[config.mk]
export PLATFORM = sky130hd
export DESIGN_NAME = sw_port_regs
export DESIGN_NICKNAME = d
export VERILOG_FILES = /design/src/rtl/sw_port_regs.sv
export SDC_FILE = /design/constraint.sdc
export NUM_CORES = 1
export LEC_CHECK = 0
export BUFFER_PORTS_ARGS = -buffer_cell sky130_fd_sc_hd__buf_2
export CAP_MARGIN = 20
export CORE_UTILIZATION = 30
export DETAILED_ROUTE_END_ITERATION = 8
export GPL_TIMING_DRIVEN = 1
export SYNTH_ARGS = -nofsm -noshare
export SYNTH_HDL_FRONTEND = slang
export SYNTH_SLANG_ARGS = --single-unit
export TNS_END_PERCENT = 50
[constraint.sdc]
create_clock -name clk -period 2.1 [get_ports clk]
set_clock_uncertainty 0.2 [all_clocks]
set_input_delay 0.315 -clock clk [delete_from_list [all_inputs] [get_ports clk]]
set_output_delay 0.315 -clock clk [all_outputs]
set_load 0.1 [all_outputs]
[src/rtl/sw_port_regs.sv]
// sw_port_regs: per-switch register slave with four port-configuration registers.
// It serves the decoder's select/address/data/direction bus and answers every
// request with a one-cycle ack. Register contents are exposed flat on cfg_flat.
// Optional build macro SW_REG_LOCK_EN: bit 0 of reg3 locks regs 0..2 and adds
// the lock_err output.
//
// state   | meaning
// --------+--------------------------------------------------------------
// IDLE    | waiting for sel_en; writes and zero-delay reads complete here
// RD_WAIT | read captured, down-counter running toward terminal count 0
// ACK     | ack_out high for this single cycle, then back to IDLE
module sw_port_regs #(
  parameter int                 W_WIDTH     = 8,
  parameter int                 READ_DELAY  = 1,
  parameter logic [W_WIDTH-1:0] REG_RST_VAL = '0
) (
  input  logic                   clk,
  input  logic                   rst_n,
  input  logic                   sel_en,
  input  logic [1:0]             addr,
  input  logic [W_WIDTH-1:0]     wr_data,
  input  logic                   wr_rd_s,
  input  logic                   err_clr,
  output logic [W_WIDTH-1:0]     rd_data_out,
  output logic                   ack_out,
  output logic                   busy_out,
  output logic                   ovr_err,
`ifdef SW_REG_LOCK_EN
  output logic                   lock_err,
`endif
  output logic [4*W_WIDTH-1:0]   cfg_flat
);

  typedef enum logic [1:0] {IDLE, RD_WAIT, ACK} state_t;

  // A zero read delay completes straight from IDLE, so the counter is never
  // loaded in that build and the load value is clamped to keep it in range.
  localparam bit         RD_NODELAY = (READ_DELAY == 0);
  localparam logic [3:0] CNT_LOAD   = RD_NODELAY ? 4'd0 : 4'(READ_DELAY - 1);

  state_t             state;
  state_t             state_nxt;
  logic [3:0]         cnt;
  logic [1:0]         rd_addr;
  logic [W_WIDTH-1:0] regs [4];

  logic req_wr;
  logic req_rd;
  logic overrun;
  logic wr_blocked;
  logic rd_done;
  logic [1:0] rd_sel_addr;

  assign req_wr  = (state == IDLE) && sel_en && wr_rd_s;
  assign req_rd  = (state == IDLE) && sel_en && !wr_rd_s;
  assign overrun = (state != IDLE) && sel_en;

`ifdef SW_REG_LOCK_EN
  // reg3 stays writable so software can always release the lock.
  assign wr_blocked = regs[3][0] && (addr != 2'd3);
`else
  assign wr_blocked = 1'b0;
`endif

  assign rd_done     = ((state == RD_WAIT) && (cnt == 4'd0)) || (req_rd && RD_NODELAY);
  assign rd_sel_addr = (state == RD_WAIT) ? rd_addr : addr;

  assign cfg_flat = {regs[3], regs[2], regs[1], regs[0]};

  // State register.
  always_ff @(posedge clk or negedge rst_n) begin
    if (!rst_n) state <= IDLE;
    else        state <= state_nxt;
  end

  // Next-state decode.
  always_comb begin
    state_nxt = state;
    case (state)
      IDLE: begin
        if (req_wr)      state_nxt = ACK;
        else if (req_rd) state_nxt = RD_NODELAY ? ACK : RD_WAIT;
      end
      RD_WAIT: if (cnt == 4'd0) state_nxt = ACK;
      ACK:     state_nxt = IDLE;
      default: state_nxt = IDLE;
    endcase
  end

  // Moore outputs decoded from the registered state.
  always_comb begin
    ack_out  = (state == ACK);
    busy_out = (state != IDLE);
  end

  // Read-delay down-counter and captured read address.
  always_ff @(posedge clk or negedge rst_n) begin
    if (!rst_n) begin
      cnt     <= 4'd0;
      rd_addr <= 2'd0;
    end else begin
      if (req_rd) rd_addr <= addr;
      if (req_rd && !RD_NODELAY)                 cnt <= CNT_LOAD;
      else if ((state == RD_WAIT) && (cnt != 0)) cnt <= cnt - 4'd1;
    end
  end

  // Register file write port and read data return.
  always_ff @(posedge clk or negedge rst_n) begin
    if (!rst_n) begin
      for (int i = 0; i < 4; i++) regs[i] <= REG_RST_VAL;
      rd_data_out <= '0;
    end else begin
      if (req_wr && !wr_blocked) regs[addr] <= wr_data;
      if (rd_done)               rd_data_out <= regs[rd_sel_addr];
    end
  end

  // Sticky error flags; a new event in the same cycle as err_clr wins.
  always_ff @(posedge clk or negedge rst_n) begin
    if (!rst_n) begin
      ovr_err <= 1'b0;
    end else begin
      if (overrun)      ovr_err <= 1'b1;
      else if (err_clr) ovr_err <= 1'b0;
    end
  end

`ifdef SW_REG_LOCK_EN
  // Blocked-write flag, same set/clear priority as the overrun flag.
  always_ff @(posedge clk or negedge rst_n) begin
    if (!rst_n) begin
      lock_err <= 1'b0;
    end else begin
      if (req_wr && wr_blocked) lock_err <= 1'b1;
      else if (err_clr)         lock_err <= 1'b0;
    end
  end
`endif

endmodule

==> impl_metrics.csv <==
group,metric,value,unit
run_status,status,"finished clean",
floorplanning,start_util,31.1,%
placement,place_area,2720,um2
flow_run,max-cap-violations,0,
detailed_routing,wl_met1,2490,um
worst_hold_path,hold_depth,2,
grt,grt_pass1_wl,8250,um
setup_path,crit_required,2.07,ns
worst_hold_path,hold_path.class,"in -> reg",
setup_path,critPathKind,"reg -> reg",
grt,antenna_found_initial,0,
grt,grt_pass1_vias,1584,
setup_path,cp_cell_sequence,"inv_2, ha_1, or3b_4, buf_6, a2111o_1, a21oi_2, a211oi_1",
synth,syn_inst,175,
setup_path,crit_path_top_delay_cell,"dfrtp_1",
setup_path,r2r_slack,0.07,ns
setup_path,reg2reg_to,"rd_data_out[2]$_DFFE_PN0P_",
placement,placed_cells,335,
setup_path,max_stage_delay,0.39,ns
cts,cts_setup_buffers,0,
synth,yosys.area.top_type_share,54.4,%
placement,hpwlAfterDp,3830,um
synth,synth_flop_cell,"dfrtp_1",
detailed_routing,wl_per_cell,15.4,um
sta,min_period,2.03,ns
synth,synth_most_common_cell,"dfrtp_1",
detailed_routing,dr.max_layer_used,"met4",
detailed_routing,drc,0,
detailed_routing,wl_met2,2510,um
cells_and_area,regArea,1230,um2
cells_and_area,layout.nets,261,
sta,hold_viol,0,
synth,syn_area_per_cell,12.9,um2
floorplanning,rows,31,
synth,ys_warn_count,0,
cells_and_area,multi_input_area,973,um2
floorplanning,core_area,7250,um2
detailed_routing,avgViaCountPerCell,4.71,
cts,clkTransAtPathRegs,0.09,ns
setup_path,r2r_cells,7,
cells_and_area,fillerInstances,736,
cts,clock_sinks,49,
cells_and_area,n_antenna_cell,0,
sta,fmaxAchievable,493,MHz
detailed_routing,routed_wl,5300,um
detailed_routing,firstDrtPassIters,4,
synth,synth_cell_types,35,
setup_path,cp-start-kind,"register",
floorplanning,die_h,88.7,um
cts,cts.htree.levels,2,
grt,grt_max_degree,26,
cells_and_area,final_cell_area,2870,um2
cts,clockBufferDepth,2,
cts,clk_latency,0.30,ns
setup_path,end_kind,"register",
cts,cts_buffers,5,
floorplanning,ios,58,
detailed_routing,vias,1620,
grt,grt_usage,14.2,%
setup_path,r2r-start,"cnt[0]$_DFFE_PN0P_",
sta,fin_crit_sh,96.5,%
cts,cts_tree,"built",
grt,gr-total-overflow,0,
cts,cts_root_buf,"clkbuf_8",
synth,syn-cell-area,2260,um2
detailed_routing,drt_iter0_drc,76,
synth,async_reset_ff_share,100,%
worst_hold_path,holdPathEnd,"ovr_err$_DFFE_PN0P_",
sta,worstMarginPinSlew,0.567,ns
synth,synth_common_cells,"dfrtp_1, mux2_2, nor2_1",
synth,synth_fp_nets,192,
cells_and_area,drive_gt1_share,50.6,%
synth,synth_top_area_cell,"dfrtp_1",
detailed_routing,wl_met3,242,um
floorplanning,die_w,88.7,um
synth,synth_edf_count,0,
sta,timing.final.setup_violations,0,
sta,max-slew-margin-rel,62.2,%
cells_and_area,layout.cells.non_filler,344,
detailed_routing,ant_nets,0,
placement,place.port_buffers,57,
cells_and_area,area_growth_syn_to_layout,27.1,%
setup_path,path_max_fanout,10,
synth,ys_seq_elements,49,
setup_path,cp.arrival,2.00,ns
synth,synthTopCellsByArea,"dfrtp_1, mux2_2, mux2i_1",
floorplanning,dieArea,7870,um2
synth,seq_area_frac_synth,54.4,%
placement,gp_congestion,0.774,
sta,drv_slew,0,
worst_hold_path,worstHoldStart,"sel_en",
==> routing by layer <==
layer  up-vias  GRT usage (%)
met3         6           3.26
met1       800           19.5
met2        34           21.9
met4         0           4.84
li1        780              -
met5         -              0
==> flip-flops by register name (all words and copies together) (netlist names) <==
signal       cells
cfg_flat        32
cnt              4
ovr_err          1
rd_addr          2
rd_data_out      8
state            2
==> final cells by class <==
| type | instances | share of cell area [%] |
|---|---|---|
| Clock buffer | 7 | 3.01 |
| Tap cell | 99 | 4.32 |
| Multi-Input combinational cell | 112 | 33.9 |
| Inverter | 5 | 0.654 |
| Timing Repair Buffer | 71 | 14.3 |
| Sequential cell | 49 | 42.8 |
| Clock inverter | 1 | 1.05 |
==> placed cells by master (no fill, tap or decap), drive strengths merged, types with 3 or more instances in the layout <==
cell     n
inv      5
nor2    13
mux2i    8
mux2    33
nand2    5
nand3    3
clkbuf   7
a21oi    8
buf     70
a211oi   8
nor3     4
dfrtp   49
a2111o   7
==> worst max-delay path by stage <==
stage	start	to	cells after the start
final	cnt[0]$_DFFE_PN0P_	rd_data_out[2]$_DFFE_PN0P_	7
after global routing	cnt[0]$_DFFE_PN0P_	rd_data_out[2]$_DFFE_PN0P_	7
after CTS	cnt[0]$_DFFE_PN0P_	rd_data_out[2]$_DFFE_PN0P_	7
after detailed placement	cnt[0]$_DFFE_PN0P_	rd_data_out[2]$_DFFE_PN0P_	7
after global placement	cnt[0]$_DFFE_PN0P_	rd_data_out[6]$_DFFE_PN0P_	7
after floorplan	cnt[0]$_DFFE_PN0P_	rd_data_out[1]$_DFFE_PN0P_	8
==> worst max-delay path, delay by kind of cell (launching register included) <==
| family | cells | cell delay (ns) |
|---|---|---|
| compound gates | 3 | 0.55 |
| fa+ha+maj | 1 | 0.14 |
| buf+inv | 2 | 0.23 |
| flops | 1 | 0.39 |
| simple gates | 1 | 0.38 |
==> kinds of logic after synthesis <==
kind of cell / after synthesis / share of synthesized area, %
flops: 49 / 54.4
compound gates: 31 / 11.0
mux: 41 / 20.0
simple gates: 35 / 9.15
fa+ha+maj: 2 / 1.11
xor+xnor: 3 / 1.16
buf+inv: 14 / 3.22
==> what timing repair did <==
action	CTS	global route
hold buffers	1	0
hold endpoints to repair	23	0
resized for setup	0	7
setup endpoints to repair	0	8
==> metrics by stage <==
stage | util, % | hold slack (ns) | setup TNS, ns | setup WS (ns)
finish | 39.5 | 0.0736 | 0 | 0.0725
global route | 39.5 | 0.0854 | -0.00540 | -0.00540
CTS | 39.3 | 0.0745 | 0 | 0.0420
detailed placement | 37.6 | 0.152 | 0 | 0.0686
global placement | 37.6 | 0.145 | 0 | 0.112
floorplan | - | -0.181 | 0 | 0.0706
Power is left out: the tool's default activity adds up to more than one toggle a clock period on the data nets, which glitch-free logic cannot reach.
